==> src/rtl/laser_tick_table_builder.sv <==
// Rebuilds the per-frame pixel tick tables. It requests mirror-edge and point ticks from an
// external CORDIC, then writes the compensated delta ticks into the timing core's tick memories.
module laser_tick_table_builder #(
  parameter int TICK_W          = 16,
  parameter int ADDR_W          = 10,
  parameter int THETA_W         = 14,
  parameter int FSEL_W          = 4,
  parameter int FRAME_NUMBER_P  = 5,
  parameter int FRAME_COLUMNS_P = 360,
  parameter int LINE_POINTS_P   = 20
) (
  input  logic               clk_i,
  input  logic               nrst_i,
  input  logic               start_i,
  input  logic               blank_edges_i,
  output logic               busy_o,
  output logic               done_o,
  output logic               overrun_o,
  output logic               err_o,
  output logic               theta_valid_o,
  input  logic               theta_ready_i,
  output logic [THETA_W-1:0] theta_o,
  input  logic               tick_valid_i,
  input  logic [TICK_W-1:0]  tick_i,
  output logic               we_o,
  output logic [ADDR_W-1:0]  waddr_o,
  output logic [TICK_W:0]    wdata_o,
  output logic [FSEL_W-1:0]  frame_sel_o
);

  localparam int PASSAGES   = FRAME_COLUMNS_P / LINE_POINTS_P;
  localparam int THETA_STEP = FRAME_NUMBER_P * PASSAGES;
  localparam int TOTAL      = FRAME_COLUMNS_P * FRAME_NUMBER_P;

  localparam logic [FSEL_W-1:0] LAST_FRAME = FSEL_W'(FRAME_NUMBER_P - 1);
  localparam logic [ADDR_W-1:0] LAST_PASS  = ADDR_W'(PASSAGES - 1);
  localparam logic [ADDR_W-1:0] LAST_POINT = ADDR_W'(LINE_POINTS_P - 1);

  typedef enum logic [2:0] {
    S_IDLE,
    S_EDGE_REQ,
    S_EDGE_WAIT,
    S_PT_REQ,
    S_PT_WAIT,
    S_WRITE,
    S_DONE
  } state_t;

  state_t             state_q, state_d;
  logic [FSEL_W-1:0]  frame_q, frame_d;
  logic [ADDR_W-1:0]  pass_q, pass_d;
  logic [ADDR_W-1:0]  point_q, point_d;
  logic [TICK_W-1:0]  last_tick_q, last_tick_d;
  logic [TICK_W-1:0]  edge_q [FRAME_NUMBER_P];
  logic [TICK_W-1:0]  edge_d [FRAME_NUMBER_P];
  logic               blank_q, blank_d;
  logic               busy_q, busy_d;
  logic               overrun_q, overrun_d;
  logic               err_q, err_d;
  logic [TICK_W:0]    wdata_q, wdata_d;

  logic [THETA_W-1:0] theta_edge;
  logic [THETA_W-1:0] theta_pt;
  logic [TICK_W-1:0]  edge_sel;
  logic [TICK_W:0]    diff_w;
  logic               underflow;
  logic [TICK_W-1:0]  delta;
  logic               active;

  always_comb begin
    theta_edge = THETA_W'(TOTAL - FRAME_NUMBER_P) + THETA_W'(frame_q);
    theta_pt   = THETA_W'(point_q) * THETA_W'(THETA_STEP)
               + THETA_W'(pass_q >> 1) * THETA_W'(FRAME_NUMBER_P)
               + THETA_W'(frame_q);
  end

  // The first point of a passage is referenced to the mirror edge of its frame, not the previous point.
  always_comb begin
    edge_sel = '0;
    for (int i = 0; i < FRAME_NUMBER_P; i++) begin
      if (frame_q == FSEL_W'(i)) begin
        edge_sel = edge_q[i];
      end
    end
    diff_w    = {1'b0, tick_i} - {1'b0, last_tick_q};
    underflow = (point_q != '0) && diff_w[TICK_W];
    if (point_q != '0) begin
      delta = underflow ? '0 : diff_w[TICK_W-1:0];
    end else if (pass_q != '0) begin
      delta = tick_i + edge_sel - last_tick_q;
    end else begin
      delta = tick_i;
    end
    active = ~(blank_q & ((point_q == '0) | (point_q == LAST_POINT)));
  end

  always_comb begin
    state_d     = state_q;
    frame_d     = frame_q;
    pass_d      = pass_q;
    point_d     = point_q;
    last_tick_d = last_tick_q;
    edge_d      = edge_q;
    blank_d     = blank_q;
    busy_d      = busy_q;
    overrun_d   = overrun_q;
    err_d       = err_q;
    wdata_d     = wdata_q;

    if (start_i && (state_q != S_IDLE)) begin
      overrun_d = 1'b1;
    end

    case (state_q)
      S_IDLE: begin
        if (start_i) begin
          state_d   = S_EDGE_REQ;
          frame_d   = '0;
          pass_d    = '0;
          point_d   = '0;
          blank_d   = blank_edges_i;
          busy_d    = 1'b1;
          overrun_d = 1'b0;
          err_d     = 1'b0;
        end
      end
      S_EDGE_REQ: begin
        if (theta_ready_i) begin
          state_d = S_EDGE_WAIT;
        end
      end
      S_EDGE_WAIT: begin
        if (tick_valid_i) begin
          for (int i = 0; i < FRAME_NUMBER_P; i++) begin
            if (frame_q == FSEL_W'(i)) begin
              edge_d[i] = tick_i;
            end
          end
          if (frame_q == LAST_FRAME) begin
            frame_d = '0;
            state_d = S_PT_REQ;
          end else begin
            frame_d = frame_q + FSEL_W'(1);
            state_d = S_EDGE_REQ;
          end
        end
      end
      S_PT_REQ: begin
        if (theta_ready_i) begin
          state_d = S_PT_WAIT;
        end
      end
      S_PT_WAIT: begin
        if (tick_valid_i) begin
          wdata_d     = {active, delta};
          last_tick_d = tick_i;
          if (underflow) begin
            err_d = 1'b1;
          end
          state_d = S_WRITE;
        end
      end
      S_WRITE: begin
        state_d = S_PT_REQ;
        if (point_q == LAST_POINT) begin
          point_d = '0;
          if (pass_q == LAST_PASS) begin
            pass_d = '0;
            if (frame_q == LAST_FRAME) begin
              frame_d = '0;
              state_d = S_DONE;
            end else begin
              frame_d = frame_q + FSEL_W'(1);
            end
          end else begin
            pass_d = pass_q + ADDR_W'(1);
          end
        end else begin
          point_d = point_q + ADDR_W'(1);
        end
      end
      S_DONE: begin
        busy_d  = 1'b0;
        state_d = S_IDLE;
      end
      default: begin
        state_d = S_IDLE;
      end
    endcase
  end

  always_ff @(posedge clk_i or negedge nrst_i) begin
    if (!nrst_i) begin
      state_q     <= S_IDLE;
      frame_q     <= '0;
      pass_q      <= '0;
      point_q     <= '0;
      last_tick_q <= '0;
      for (int i = 0; i < FRAME_NUMBER_P; i++) begin
        edge_q[i] <= '0;
      end
      blank_q     <= 1'b0;
      busy_q      <= 1'b0;
      overrun_q   <= 1'b0;
      err_q       <= 1'b0;
      wdata_q     <= '0;
    end else begin
      state_q     <= state_d;
      frame_q     <= frame_d;
      pass_q      <= pass_d;
      point_q     <= point_d;
      last_tick_q <= last_tick_d;
      edge_q      <= edge_d;
      blank_q     <= blank_d;
      busy_q      <= busy_d;
      overrun_q   <= overrun_d;
      err_q       <= err_d;
      wdata_q     <= wdata_d;
    end
  end

  // Write-port fields are held at zero outside the write strobe so the memory side sees a quiet bus.
  always_comb begin
    busy_o        = busy_q;
    overrun_o     = overrun_q;
    err_o         = err_q;
    done_o        = (state_q == S_DONE);
    theta_valid_o = (state_q == S_EDGE_REQ) || (state_q == S_PT_REQ);
    we_o          = (state_q == S_WRITE);
    theta_o       = '0;
    if (state_q == S_EDGE_REQ) begin
      theta_o = theta_edge;
    end else if (state_q == S_PT_REQ) begin
      theta_o = theta_pt;
    end
    waddr_o     = we_o ? (pass_q * ADDR_W'(LINE_POINTS_P) + point_q) : '0;
    wdata_o     = we_o ? wdata_q : '0;
    frame_sel_o = we_o ? frame_q : '0;
  end

endmodule

==> config.mk <==
export PLATFORM = sky130hd
export DESIGN_NAME = laser_tick_table_builder
export DESIGN_NICKNAME = d
export VERILOG_FILES = /design/src/rtl/laser_tick_table_builder.sv
export SDC_FILE = /design/constraint.sdc
export NUM_CORES = 1
export LEC_CHECK = 0
export CAP_MARGIN = 20
export CORE_UTILIZATION = 50
export CTS_BUF_LIST = sky130_fd_sc_hd__clkbuf_2 sky130_fd_sc_hd__clkbuf_4 sky130_fd_sc_hd__clkbuf_8
export CTS_CLUSTER_SIZE = 16
export DETAILED_ROUTE_END_ITERATION = 8
export PLACE_DENSITY = 0.71
export SLEW_MARGIN = 20
export SYNTH_ARGS = -nofsm -noshare
export SYNTH_HDL_FRONTEND = slang
export SYNTH_SLANG_ARGS = --single-unit
==> constraint.sdc <==
create_clock -name clk_i -period 12.1 [get_ports clk_i]
set_input_delay 2.42 -clock clk_i [delete_from_list [all_inputs] [get_ports clk_i]]
set_output_delay 2.42 -clock clk_i [all_outputs]
set_load 0.05 [all_outputs]
== Word-level counts from Yosys, hierarchy flattened ==
Index checks and enable logic that the tools add are counted.

* Register bits: 144
* Output and inout port bits: 51

* Add/subtract/negate cells: 10
* $mul: 3
* Equality and inequality tests: 20
* Mux-type cells: 44
* Bitwise operators: 3
* Reduce and logical (&&, ||, !) cells: 26

{| class="wikitable"
|+ Operator list
! operator !! count
|-
| 16-bit two-way mux || 8
|-
| 10-bit two-way mux || 5
|-
| 10-bit one-hot mux with 2 select lines || 2
|-
| 14-bit two-way mux || 2
|-
| 3-bit two-way mux || 8
|-
| 4-bit two-way mux || 6
|-
| 10-bit by 1-bit adder with 10-bit output, second input constant || 2
|-
| 10-bit by 5-bit == test with 1-bit output, second input constant || 2
|-
| 10-bit nonzero test || 2
|-
| 3-bit one-hot mux with 6 select lines || 1
|-
| 3-bit AND reduction || 6
|-
| 17-bit two-way mux || 1
|-
| 16-bit by 16-bit subtractor with 17-bit output || 1
|-
| 16-bit adder || 1
|-
| 16-bit subtractor || 1
|-
| 14-bit by 12-bit adder with 14-bit output || 1
|-
| 14-bit by 4-bit adder with 14-bit output || 1
|-
| 10-bit by 6-bit multiplier with 13-bit output, second input constant || 1
|-
| 11-bit by 4-bit adder with 12-bit output, first input constant || 1
|-
| 9-bit by 3-bit multiplier with 12-bit output, second input constant || 1
|-
| 2-bit inequality test, second input constant || 6
|-
| 4-bit one-hot mux with 3 select lines || 1
|-
| 10-bit adder || 1
|-
| 10-bit zero test || 1
|-
| other kinds (24) || 44
|}

== Depth between registers and ports, before layout ==
* Word-level depth: 10
* Depth in mapped cells: 21
* Mapped depth without buffers: 21

== Least setup slack after synthesis ==
No wires, ideal clock.

* Kind: reg2out
* Start: register point_q[2]
* End: output port theta_o[13]
* Arrival time: 4996 ps
* Path slack: 4684 ps
* Cell stages (with the launch flop): 21
* Cells stage by stage: dfrtp_1 -> ha_1 -> ha_1 -> inv_1 -> fa_1 -> inv_1 -> ha_1 -> inv_1 -> fa_1 -> inv_1 -> a21oi_1 -> o21bai_1 -> xnor2_1 -> fa_1 -> inv_1 -> ha_1 -> ha_1 -> and3_1 -> a21oi_1 -> a211o_1 -> mux2i_1

* Longest elaborated chain between the ends: 5

{| class="wikitable"
|+ Ends and longest elaborated chain
! what !! RTL line !! text
|-
| from (decl) || 52 || <nowiki>logic [ADDR_W-1:0] point_q, point_d;</nowiki>
|-
| from (signal assigned) || 211 || <nowiki>point_q <= point_d;</nowiki>
|-
| 10-bit by 6-bit multiplier with 13-bit output || 72 || <nowiki>theta_pt = THETA_W'(point_q) * THETA_W'(THETA_STEP)</nowiki>
|-
| 14-bit by 12-bit adder with 14-bit output || 73 || <nowiki>+ THETA_W'(pass_q >> 1) * THETA_W'(FRAME_NUMBER_P)</nowiki>
|-
| 14-bit by 4-bit adder with 14-bit output || 74 || <nowiki>+ THETA_W'(frame_q);</nowiki>
|-
| 14-bit two-way mux || 233 || <nowiki>end else if (state_q == S_PT_REQ) begin</nowiki>
|-
| 14-bit two-way mux || 231 || <nowiki>if (state_q == S_EDGE_REQ) begin</nowiki>
|-
| to (decl) || 22 || <nowiki>output logic [THETA_W-1:0] theta_o,</nowiki>
|}

No other way between the ends.

== Worst setup path after layout ==
* Start: register point_q[4]
* End: output port theta_o[13]

The elaborated chain is that of the path after synthesis.

==> metrics.yaml <==
logic_synthesis:
  synth_area_leaders: "dfrtp_1, ha_1, fa_1, o21ai_0, inv_1"
  synth_enable_flop_cells: 0
  synthArstFlopShare_pct: 100
  synth-compound-area-share_pct: 20.8
  postSynthCellCount: 1328
  synth_top_area_cell: "dfrtp_1"
  avgSynthCellArea_sq_um: 8.60
  synth-simple-area-share_pct: 16.2
  synth_ff_type: "dfrtp_1"
  synth_common_cells: "o21ai_0, dfrtp_1, inv_1"
  synth_xor_area_share_pct: 3.83
  yosys.cell_types.count: 71
  synth_seq_cells: 144
  syn_nets: 1498
  post-synth-top-count-cell: "o21ai_0"
  post-synth-top-area-fraction_pct: 31.5
  synth_area_sq_um: 11400
  synth_fa_ha_area_share_pct: 19.0
  yosys_warnings: 0
  synth_top_family_by_area: "compound AO/OA/AOI/OAI gates"
  ys_seq_area_share_pct: 31.5
  synthMuxAreaShare_pct: 1.91
drt:
  drt_iter0_drc: 728
  dr_total_vias: 9746
  vias_per_cell: 5.86
  postRouteWirelength_mm: 29.1
  drc: 0
  first_pass_iters: 6
  routedWlPerCell_um: 17.5
  ant_nets: 0
sta:
  rsz0062_at_grt: "no"
  max_freq_mhz: 119
  hold-worst-slack_ns: 0.453
  clock_skew_ns: 0.0205
  report.final.hold_viol_count: 0
  post-route-period-util_pct: 69.2
  final_max_slew_viol_count: 0
  worstMarginPinSlew_ns: 1.07
  setup_viol: 0
  finalCriticalPeriod_ns: 8.38
  tns_ns: 0
  relSlewSlack_pct: 27.9
critical_path:
  cp.arrival_ns: 5.96
  cp_cell_sequence: "ha_1 > ha_1 > inv_1 > fa_1 > inv_1 > ha_1 > inv_1 > fa_1 > inv_1 > a21oi_1 > o21bai_1 > xnor2_1 > fa_1 > inv_1 > ha_1 > ha_1 > and3_1 > a21oi_1 > a211o_1 > mux2i_1 > clkdlybuf4s50_1"
  cp-start-kind: "flip-flop"
  crit_buf_inv: 6
  cp-end-kind: "primary output"
  path_max_fanout: 10
  cpLargestDelayFamily: "adder cells"
  critical_path_required_ns: 9.68
  critPathSlowestCell: "clkdlybuf4s50_1"
  crit_type: "reg -> out"
  crit_path_max_incr_delay_ns: 0.82
place:
  dp.final_hpwl_mm: 21.7
  gp_congestion: 0.895
  io_buffers: 72
grt:
  grt_max_degree: 92
  grtUsageTotal_pct: 25.9
  grt_pass1_wl_mm: 48.6
  grt_pass1_vias: 9400
  antenna_found_initial: 0
  overflow: 0
cts:
  cts_hold_buf: 0
  cts_tree: "done"
  ctsLongestPathBuffers: 2
  cts_buffers: 17
  cts-root-buf: "clkbuf_8"
  clk_latency_ns: 0.47
  path_clk_slew_ns: 0.09
  ctsHtreeMaxLevel: 4
  clock-sinks: 144
  cts_resized: 0
  post_cts_buffers: 0
die:
  die_area_sq_um: 23500
  core_sq_um: 22100
  fp-row-count: 54
  die_h_um: 153
  ioPinCount: 73
  start_util_pct: 51.7
  die_width_um: 153
power:
  total_power_mw: 2.97
  power_density_nw_per_um2: 232
  peakVddDrop_mv: 0.119
  power.leakage_nw: 6.27
worst_hold_path:
  hold_path.class: "reg -> reg"
status:
  run_status: "finished clean"
cells_and_area:
  fin_util_pct: 58.0
  layout.nets: 1540
  area_growth_pct: 12.1
  fillers: 1927
  drive_above_1_share_pct: 5.13
  antenna_cells: 0
run:
  maxCapViolations: 0
[worst paths after layout]
kind	from	end	slack, ns	cells past startpoint
hold reg to reg	blank_q	wdata_q[16]	0.45	1
hold / removal	blank_q	wdata_q[16]	0.45	1
min in group asynchronous	nrst_i	err_o	2.04	1
setup reg to reg	frame_q[0]	wdata_q[13]	7.13	13
setup / recovery	point_q[4]	theta_o[13]	3.72	21
max in group asynchronous	nrst_i	edge_q[1]	8.79	2
[cell families after synthesis]
family,after synthesis
xor+xnor,50
flops,144
compound gates,376
simple gates,388
fa+ha+maj,148
mux,20
buf+inv,202
[registers in the layout, indices dropped and copies added, names as in the netlist, named ones only]
signal       cells
blank_q          1
busy_o           1
edge_q          80
err_o            1
frame_q          4
last_tick_q     16
pass_q          10
point_q         10
state_q          3
wdata_q         17
[report_power, final]
part	switching [mW]	total, mW	internal (mW)
registers	0.123	0.753	0.630
clock network	0.226	0.420	0.195
logic	1.10	1.80	0.700
[stage by stage]
stage / instances / area, sq um / setup WS, ns
6_report: 1663 / 12800 / 3.72
5_1_grt: 1663 / 12800 / 3.33
4_1_cts: 1662 / 12800 / 3.67
3_5_place_dp: 1630 / 12400 / 4.18
3_3_place_gp: 1630 / 12400 / 4.27
2_1_floorplan: 1328 / 11400 / 4.68
[cells in the final DEF, fill, tap and decap left out, types with 18 or more instances in the layout]
cell type        synthesis  routed
o21ai_0                148     148
dfrtp_1                144     144
inv_1                  141     141
nand2_1                133     133
nor2_1                 110     110
ha_1                   106     106
a21oi_1                 71      71
clkdlybuf4s50_1          0      71
fa_1                    42      42
and3_1                  38      38
xnor2_1                 31      31
xor2_1                  19      19
nand3_1                 20      19
o211ai_1                19      19
a22oi_1                 18      18
[worst register-to-register path: cells and delay by family (launching register included)]
kind,cells,cell delay (ns)
AND/OR/NAND/NOR,3,1.50
AO/OA/AOI/OAI,5,1.43
adder cells (fa/ha/maj),3,1.25
flip-flops,1,0.47
buffers and inverters,2,0.24
[area by class of cell]
class,instances,area (sq um),share of cell area (%)
clock buffer,17,234,1.83
multi-input combinational,982,7080,55.3
inverter,142,533,4.16
clock inverter,15,195,1.52
sequential,144,3600,28.1
timing repair buffer,83,812,6.34
tap,280,350,2.74
[per-layer routing]
layer	part of all wire [%]	vias up	track usage, %
met5	0	-	0
met4	1.8	0	6.78
met3	5.7	40	4.00
met2	44	308	39.5
met1	49	4689	38.1
li1	-	4709	-
(Power assumes the default switching activity.)
